$ cat src/rtl/rv_alu_pkg.sv
// Shared ALU definitions: opcodes, flag bit positions and the divide-op encoding.
package rv_alu_pkg;

  localparam int unsigned ALU_CTRL_W = 4;
  localparam int unsigned FLAG_W     = 4;

  localparam logic [ALU_CTRL_W-1:0] ALU_ADD  = 4'b0000;
  localparam logic [ALU_CTRL_W-1:0] ALU_SUB  = 4'b0001;
  localparam logic [ALU_CTRL_W-1:0] ALU_AND  = 4'b0010;
  localparam logic [ALU_CTRL_W-1:0] ALU_OR   = 4'b0011;
  localparam logic [ALU_CTRL_W-1:0] ALU_XOR  = 4'b0100;
  localparam logic [ALU_CTRL_W-1:0] ALU_SLT  = 4'b0101;
  localparam logic [ALU_CTRL_W-1:0] ALU_SLTU = 4'b0110;
  localparam logic [ALU_CTRL_W-1:0] ALU_SLL  = 4'b0111;
  localparam logic [ALU_CTRL_W-1:0] ALU_SRL  = 4'b1000;
  localparam logic [ALU_CTRL_W-1:0] ALU_SRA  = 4'b1001;

  localparam int unsigned FLAG_O = 3;
  localparam int unsigned FLAG_C = 2;
  localparam int unsigned FLAG_N = 1;
  localparam int unsigned FLAG_Z = 0;

  typedef enum logic [1:0] {
    DIV_OP_DIV  = 2'b00,
    DIV_OP_DIVU = 2'b01,
    DIV_OP_REM  = 2'b10,
    DIV_OP_REMU = 2'b11
  } div_op_e;

endpackage

$ cat src/rtl/div_sequencer.sv
// RV32M DIV/DIVU/REM/REMU sequencer: radix-2 restoring division borrowing the shared ALU
// for one subtract per cycle, with sign fix-up through the ALU at the end.
module div_sequencer
  import rv_alu_pkg::*;
#(
  parameter int unsigned XLEN      = 32,
  parameter bit          EARLY_OUT = 1'b1
) (
  input  logic                  clk,
  input  logic                  rst_n,
  input  logic                  start,
  input  logic [1:0]            op,
  input  logic [XLEN-1:0]       dividend,
  input  logic [XLEN-1:0]       divisor,
  input  logic                  flush,
  output logic                  busy,
  output logic                  done,
  output logic [XLEN-1:0]       result,
  output logic                  alu_sel,
  output logic [XLEN-1:0]       alu_a,
  output logic [XLEN-1:0]       alu_b,
  output logic [ALU_CTRL_W-1:0] alu_control,
  input  logic [XLEN-1:0]       alu_result,
  input  logic [FLAG_W-1:0]     alu_flags
);

  localparam int unsigned CNT_W = $clog2(XLEN);

  typedef enum logic [2:0] {
    IDLE,
    SETUP,
    ITER,
    FIX,
    DONE
  } state_e;

  state_e            state;
  div_op_e           op_r;
  logic [XLEN-1:0]   a_r;
  logic [XLEN-1:0]   b_r;
  logic [XLEN-1:0]   quo;
  logic [CNT_W-1:0]  cnt;
  logic              sh;
  logic              quo_neg;
  logic              rem_neg;

  logic              is_signed;
  logic              is_rem;
  logic [XLEN-1:0]   abs_a;
  logic [XLEN-1:0]   abs_b;
  logic              take;
  logic [XLEN-1:0]   new_rem;
  logic [XLEN-1:0]   new_quo;
  logic              fix_neg;
  logic              unused_flags;

  // Operand conditioning and one restoring step, evaluated from the registered ALU operands.
  always_comb begin
    is_signed = (op_r == DIV_OP_DIV) || (op_r == DIV_OP_REM);
    is_rem    = (op_r == DIV_OP_REM) || (op_r == DIV_OP_REMU);
    abs_a     = (is_signed && a_r[XLEN-1]) ? (~a_r + XLEN'(1)) : a_r;
    abs_b     = (is_signed && b_r[XLEN-1]) ? (~b_r + XLEN'(1)) : b_r;
    // sh is the 33rd bit of the shifted remainder; when set the subtract always fits.
    take      = sh | alu_flags[FLAG_C];
    new_rem   = take ? alu_result : alu_a;
    new_quo   = {quo[XLEN-2:0], take};
    fix_neg   = is_rem ? rem_neg : quo_neg;
  end

  assign unused_flags = ^{alu_flags[FLAG_O], alu_flags[FLAG_N], alu_flags[FLAG_Z]};

  always_ff @(posedge clk or negedge rst_n) begin
    if (!rst_n) begin
      state       <= IDLE;
      op_r        <= DIV_OP_DIV;
      a_r         <= '0;
      b_r         <= '0;
      quo         <= '0;
      cnt         <= '0;
      sh          <= 1'b0;
      quo_neg     <= 1'b0;
      rem_neg     <= 1'b0;
      busy        <= 1'b0;
      done        <= 1'b0;
      result      <= '0;
      alu_sel     <= 1'b0;
      alu_a       <= '0;
      alu_b       <= '0;
      alu_control <= '0;
    end else begin
      done <= 1'b0;
      if (flush && (state != IDLE)) begin
        state       <= IDLE;
        busy        <= 1'b0;
        alu_sel     <= 1'b0;
        alu_a       <= '0;
        alu_b       <= '0;
        alu_control <= '0;
      end else begin
        case (state)
          IDLE: begin
            if (start) begin
              op_r        <= div_op_e'(op);
              a_r         <= dividend;
              b_r         <= divisor;
              state       <= SETUP;
              busy        <= 1'b1;
              alu_sel     <= 1'b1;
              alu_control <= ALU_SUB;
            end
          end

          SETUP: begin
            quo_neg <= is_signed & (a_r[XLEN-1] ^ b_r[XLEN-1]);
            rem_neg <= is_signed & a_r[XLEN-1];
            quo     <= abs_a;
            cnt     <= '0;
            sh      <= 1'b0;
            if (EARLY_OUT && (b_r == '0)) begin
              result      <= is_rem ? a_r : {XLEN{1'b1}};
              state       <= DONE;
              done        <= 1'b1;
              busy        <= 1'b0;
              alu_sel     <= 1'b0;
              alu_a       <= '0;
              alu_b       <= '0;
              alu_control <= '0;
            end else if (EARLY_OUT && is_signed && (a_r == {1'b1, {(XLEN-1){1'b0}}})
                         && (b_r == {XLEN{1'b1}})) begin
              result      <= is_rem ? '0 : a_r;
              state       <= DONE;
              done        <= 1'b1;
              busy        <= 1'b0;
              alu_sel     <= 1'b0;
              alu_a       <= '0;
              alu_b       <= '0;
              alu_control <= '0;
            end else begin
              state       <= ITER;
              alu_a       <= {{(XLEN-1){1'b0}}, abs_a[XLEN-1]};
              alu_b       <= abs_b;
              alu_control <= ALU_SUB;
            end
          end

          // alu_a always holds the shifted remainder for the step running this cycle.
          ITER: begin
            quo <= new_quo;
            cnt <= cnt + CNT_W'(1);
            if (cnt == CNT_W'(XLEN-1)) begin
              state <= FIX;
              alu_a <= '0;
              alu_b <= is_rem ? new_rem : new_quo;
            end else begin
              alu_a <= {new_rem[XLEN-2:0], new_quo[XLEN-1]};
              sh    <= new_rem[XLEN-1];
            end
          end

          FIX: begin
            result      <= fix_neg ? alu_result : alu_b;
            state       <= DONE;
            done        <= 1'b1;
            busy        <= 1'b0;
            alu_sel     <= 1'b0;
            alu_a       <= '0;
            alu_b       <= '0;
            alu_control <= '0;
          end

          DONE: state <= IDLE;

          default: begin
            state       <= IDLE;
            busy        <= 1'b0;
            alu_sel     <= 1'b0;
            alu_a       <= '0;
            alu_b       <= '0;
            alu_control <= '0;
          end
        endcase
      end
    end
  end

endmodule

$ cat config.mk
export PLATFORM = sky130hd
export DESIGN_NAME = div_sequencer
export DESIGN_NICKNAME = d
export VERILOG_FILES = /design/src/rtl/rv_alu_pkg.sv /design/src/rtl/div_sequencer.sv
export SDC_FILE = /design/constraint.sdc
export NUM_CORES = 1
export LEC_CHECK = 0
export BUFFER_PORTS_ARGS = -buffer_cell sky130_fd_sc_hd__buf_2
export CAP_MARGIN = 15
export CORE_ASPECT_RATIO = 1.1
export CORE_UTILIZATION = 34
export CTS_CLUSTER_SIZE = 16
export DETAILED_ROUTE_END_ITERATION = 8
export PLACE_DENSITY_LB_ADDON = 0.12
export SYNTH_ARGS = -nofsm -noshare
export SYNTH_HDL_FRONTEND = slang
export SYNTH_SLANG_ARGS = --single-unit
export TNS_END_PERCENT = 50
$ cat constraint.sdc
create_clock -name clk -period 2.7 [get_ports clk]
set_input_delay 0.27 -clock clk [delete_from_list [all_inputs] [get_ports clk]]
set_output_delay 0.27 -clock clk [all_outputs]
set_load 0.005 [all_outputs]
==> impl_metrics.ini <==
[synthesis]
synth_edf_count = 0
synthArstFlopShare_pct = 100
syn-instance-count = 1112
syn_avg_cell_area_um2 = 10.0
yosysWarnings = 0
ys_types = 57
synth-seq-cells = 207
yosysSeqAreaShare_pct = 46.4
synthDominantCellAreaShare_pct = 46.4
yosys-top-cells-count = dfrtp_1 (207), o21ai_1 (95), nand2_1 (81)
netlist_top_cells_area = dfrtp_1 (46%), mux2_2 (6.1%), mux2i_1 (6.0%), o21ai_1 (4.3%), mux2_4 (3.8%)
synth_top_area_cell = dfrtp_1
netlist_area_um2 = 11200
synthFlopType = dfrtp_1
yosysMostFrequentCell = dfrtp_1

[grt]
grt_max_degree = 64
track_usage_pct = 23.0
grt_pass1_vias = 9851
grt_pass1_wl_mm = 59.2
antenna_found_initial = 2
grt-ovfl-total = 0

[floorplanning]
fp.dieArea_um2 = 33500
row_count = 69
core_um2 = 32300
die_h_um = 192
die_w_um = 175
ioPinCount = 209
initial_core_util_pct = 34.6

[power]
max-vdd-ir-drop_uv = 453
p_leak_nw = 6.83
powerDensity_nw_per_um2 = 987

[clock_tree]
path_clk_slew_ns = 0.06
clkLatencyLatePin_ns = 0.53
cts_tree = built
cts_root_buf = clkbuf_16
ctsLongestPathBuffers = 3
clkSinkCount = 207
cts_buffers = 25
htree_levels = 1

[sta]
setup_slack_ns = -0.0289
relSlewSlack_pct = 50.6
hold_violations = 0
tns_ns = -0.366
skew_ns = 0.0142
worst_pin_slew_ns = 0.739
rsz0062_at_grt = yes
post-route-period-util_pct = 101
fin_crit_ns = 2.73
maxSlewViolCount = 0
clock.fmax_mhz = 366
setup_viol = 23

[placed_design]
dpl.cell_count = 1735
hpwl_mm = 27.4
place_congestion = 0.858
port_buffers = 202

[hold_path]
hold_class = in -> reg

[status]
violations = negative setup slack
status = finished with violations

[detailed_routing]
vias = 9797
drt-initial-drc-count = 532
route.detailed.wl_per_inst_um = 20.9
drtPass1Iterations = 4
vias_per_cell = 5.32
detail-route-antenna-nets = 0
drcViolationCount = 0
routed_wl_mm = 38.6

[critical_path]
critPathKind = reg -> reg
setup.worst_path.start_class = register
crit_fanout = 20
critPathRequiredTime_ns = 3.11
worstSetupStartpoint = a_r[13]
reg2regPathDepth = 7
crit_end = result[23]
r2r_slack_ns = -0.03
endpoint_kind = register
r2r-end = result[23]
reg2reg_from = a_r[13]
cp.arrival_ns = 3.14

[cells_and_area]
finish.utilization_pct = 45.2
layoutNonFillerInstCount = 1842
nNetsFinal = 1510
area_growth_pct = 30.9
drive_gt1_share_pct = 30.6

[run]
maxCapViolCount = 0
==> cell usage in the layout, fill, tap and decap left out, types with 4 or more instances in the layout <==
master / Yosys / routed
dfrtp_1: 207 / 206
buf_2: 5 / 201
o21ai_1: 95 / 95
nand2_1: 81 / 79
nor2_1: 71 / 70
o21ai_0: 68 / 68
a21oi_1: 68 / 68
mux2i_1: 67 / 66
buf_4: 4 / 66
dlygate4sd3_1: 0 / 62
mux2_2: 60 / 60
o211ai_1: 33 / 33
a22oi_1: 33 / 33
mux2_4: 28 / 32
xnor2_1: 31 / 31
xor2_1: 27 / 27
clkbuf_16: 0 / 25
o31ai_1: 15 / 14
buf_12: 0 / 13
and3_1: 12 / 12
nor3_1: 13 / 11
nand4_1: 10 / 10
o41ai_1: 10 / 9
inv_1: 8 / 8
nor4_1: 8 / 8
nand3_1: 7 / 7
clkbuf_1: 69 / 7
or3_1: 7 / 6
a31oi_1: 6 / 6
nand2b_1: 5 / 5
ha_1: 5 / 5
clkbuf_8: 0 / 5
inv_2: 4 / 4
and2_1: 4 / 4
==> power breakdown <==
| group | switching, mW | internal (mW) | total [mW] |
|---|---|---|---|
| logic | 3.11 | 2.78 | 5.90 |
| clock network | 1.37 | 1.93 | 3.30 |
| registers | 1.05 | 4.16 | 5.21 |
==> logic make-up after synthesis <==
kind of cell / synth area share (%)
flip-flops: 46.4
buffers and inverters: 3.66
AO/OA/AOI/OAI: 17.9
multiplexers: 16.2
XOR/XNOR: 4.55
other: 0.0336
adder cells (fa/ha/maj): 0.561
AND/OR/NAND/NOR: 10.7
==> worst max-delay path: stages, from the launching register on <==
cell and delay, ns:
dfrtp_1 0.38, or4_4 0.55, or3_4 0.35, or4_4 0.50, o21ai_4 0.18, nand3_4 0.12, buf_12 0.20, mux2_4 0.31
==> stage by stage <==
stage | area (um2) | worst slack (ns) | hold WS, ns | total power [mW]
floorplan | 11200 | 0.0461 | -0.0256 | 8.47
global placement | 13200 | 0.00676 | 0.236 | 10.9
detailed placement | 13200 | -0.0296 | 0.236 | 11.0
CTS | 14600 | -0.0397 | 0.00277 | 14.5
global route | 14600 | -0.122 | 0.00352 | 15.3
finish | 14600 | -0.0289 | 0.0158 | 14.4
==> worst min path at each step <==
stage / from / endpoint / depth (start not counted)
floorplan: rst_n / a_r[0] / 0
global placement: rst_n / result[27] / 1
detailed placement: rst_n / result[24] / 1
CTS: dividend[11] / a_r[11] / 2
global route: dividend[11] / a_r[11] / 2
finish: dividend[11] / a_r[11] / 2
==> per-layer routing <==
layer | vias up | GRT usage (%) | wire, um
met4 | 2 | 6.96 | 1010
met1 | 4821 | 32.1 | 17800
met2 | 307 | 36.8 | 17600
li1 | 4606 | - | -
met3 | 61 | 3.48 | 2130
met5 | - | 0 | 19
==> layout make-up <==
cell class	instances	area (um2)
Inverter	12	45.0
Fill cell	3188	17700
Timing Repair Buffer	343	2400
Antenna cell	1	2.50
Multi-Input combinational cell	810	5660
Clock inverter	6	61.3
Sequential cell	207	5180
Tap cell	426	533
Clock buffer	37	721
==> sequential cells by signal, indices dropped and copies added (netlist names) <==
register / flops
a_r: 32
alu_a: 32
alu_b: 32
alu_control: 1
alu_sel: 1
b_r: 32
cnt: 5
done: 1
op_r: 2
quo: 31
quo_neg: 1
rem_neg: 1
result: 32
sh: 1
state: 3
==> what timing repair did <==
action	in CTS	in global routing
setup endpoints to repair	60	58
hold buffers	62	0
resized for setup	6	2
endpoints found under the hold margin	111	0
setup buffers	0	1
No activity file was read; power rests on OpenSTA's default activity.
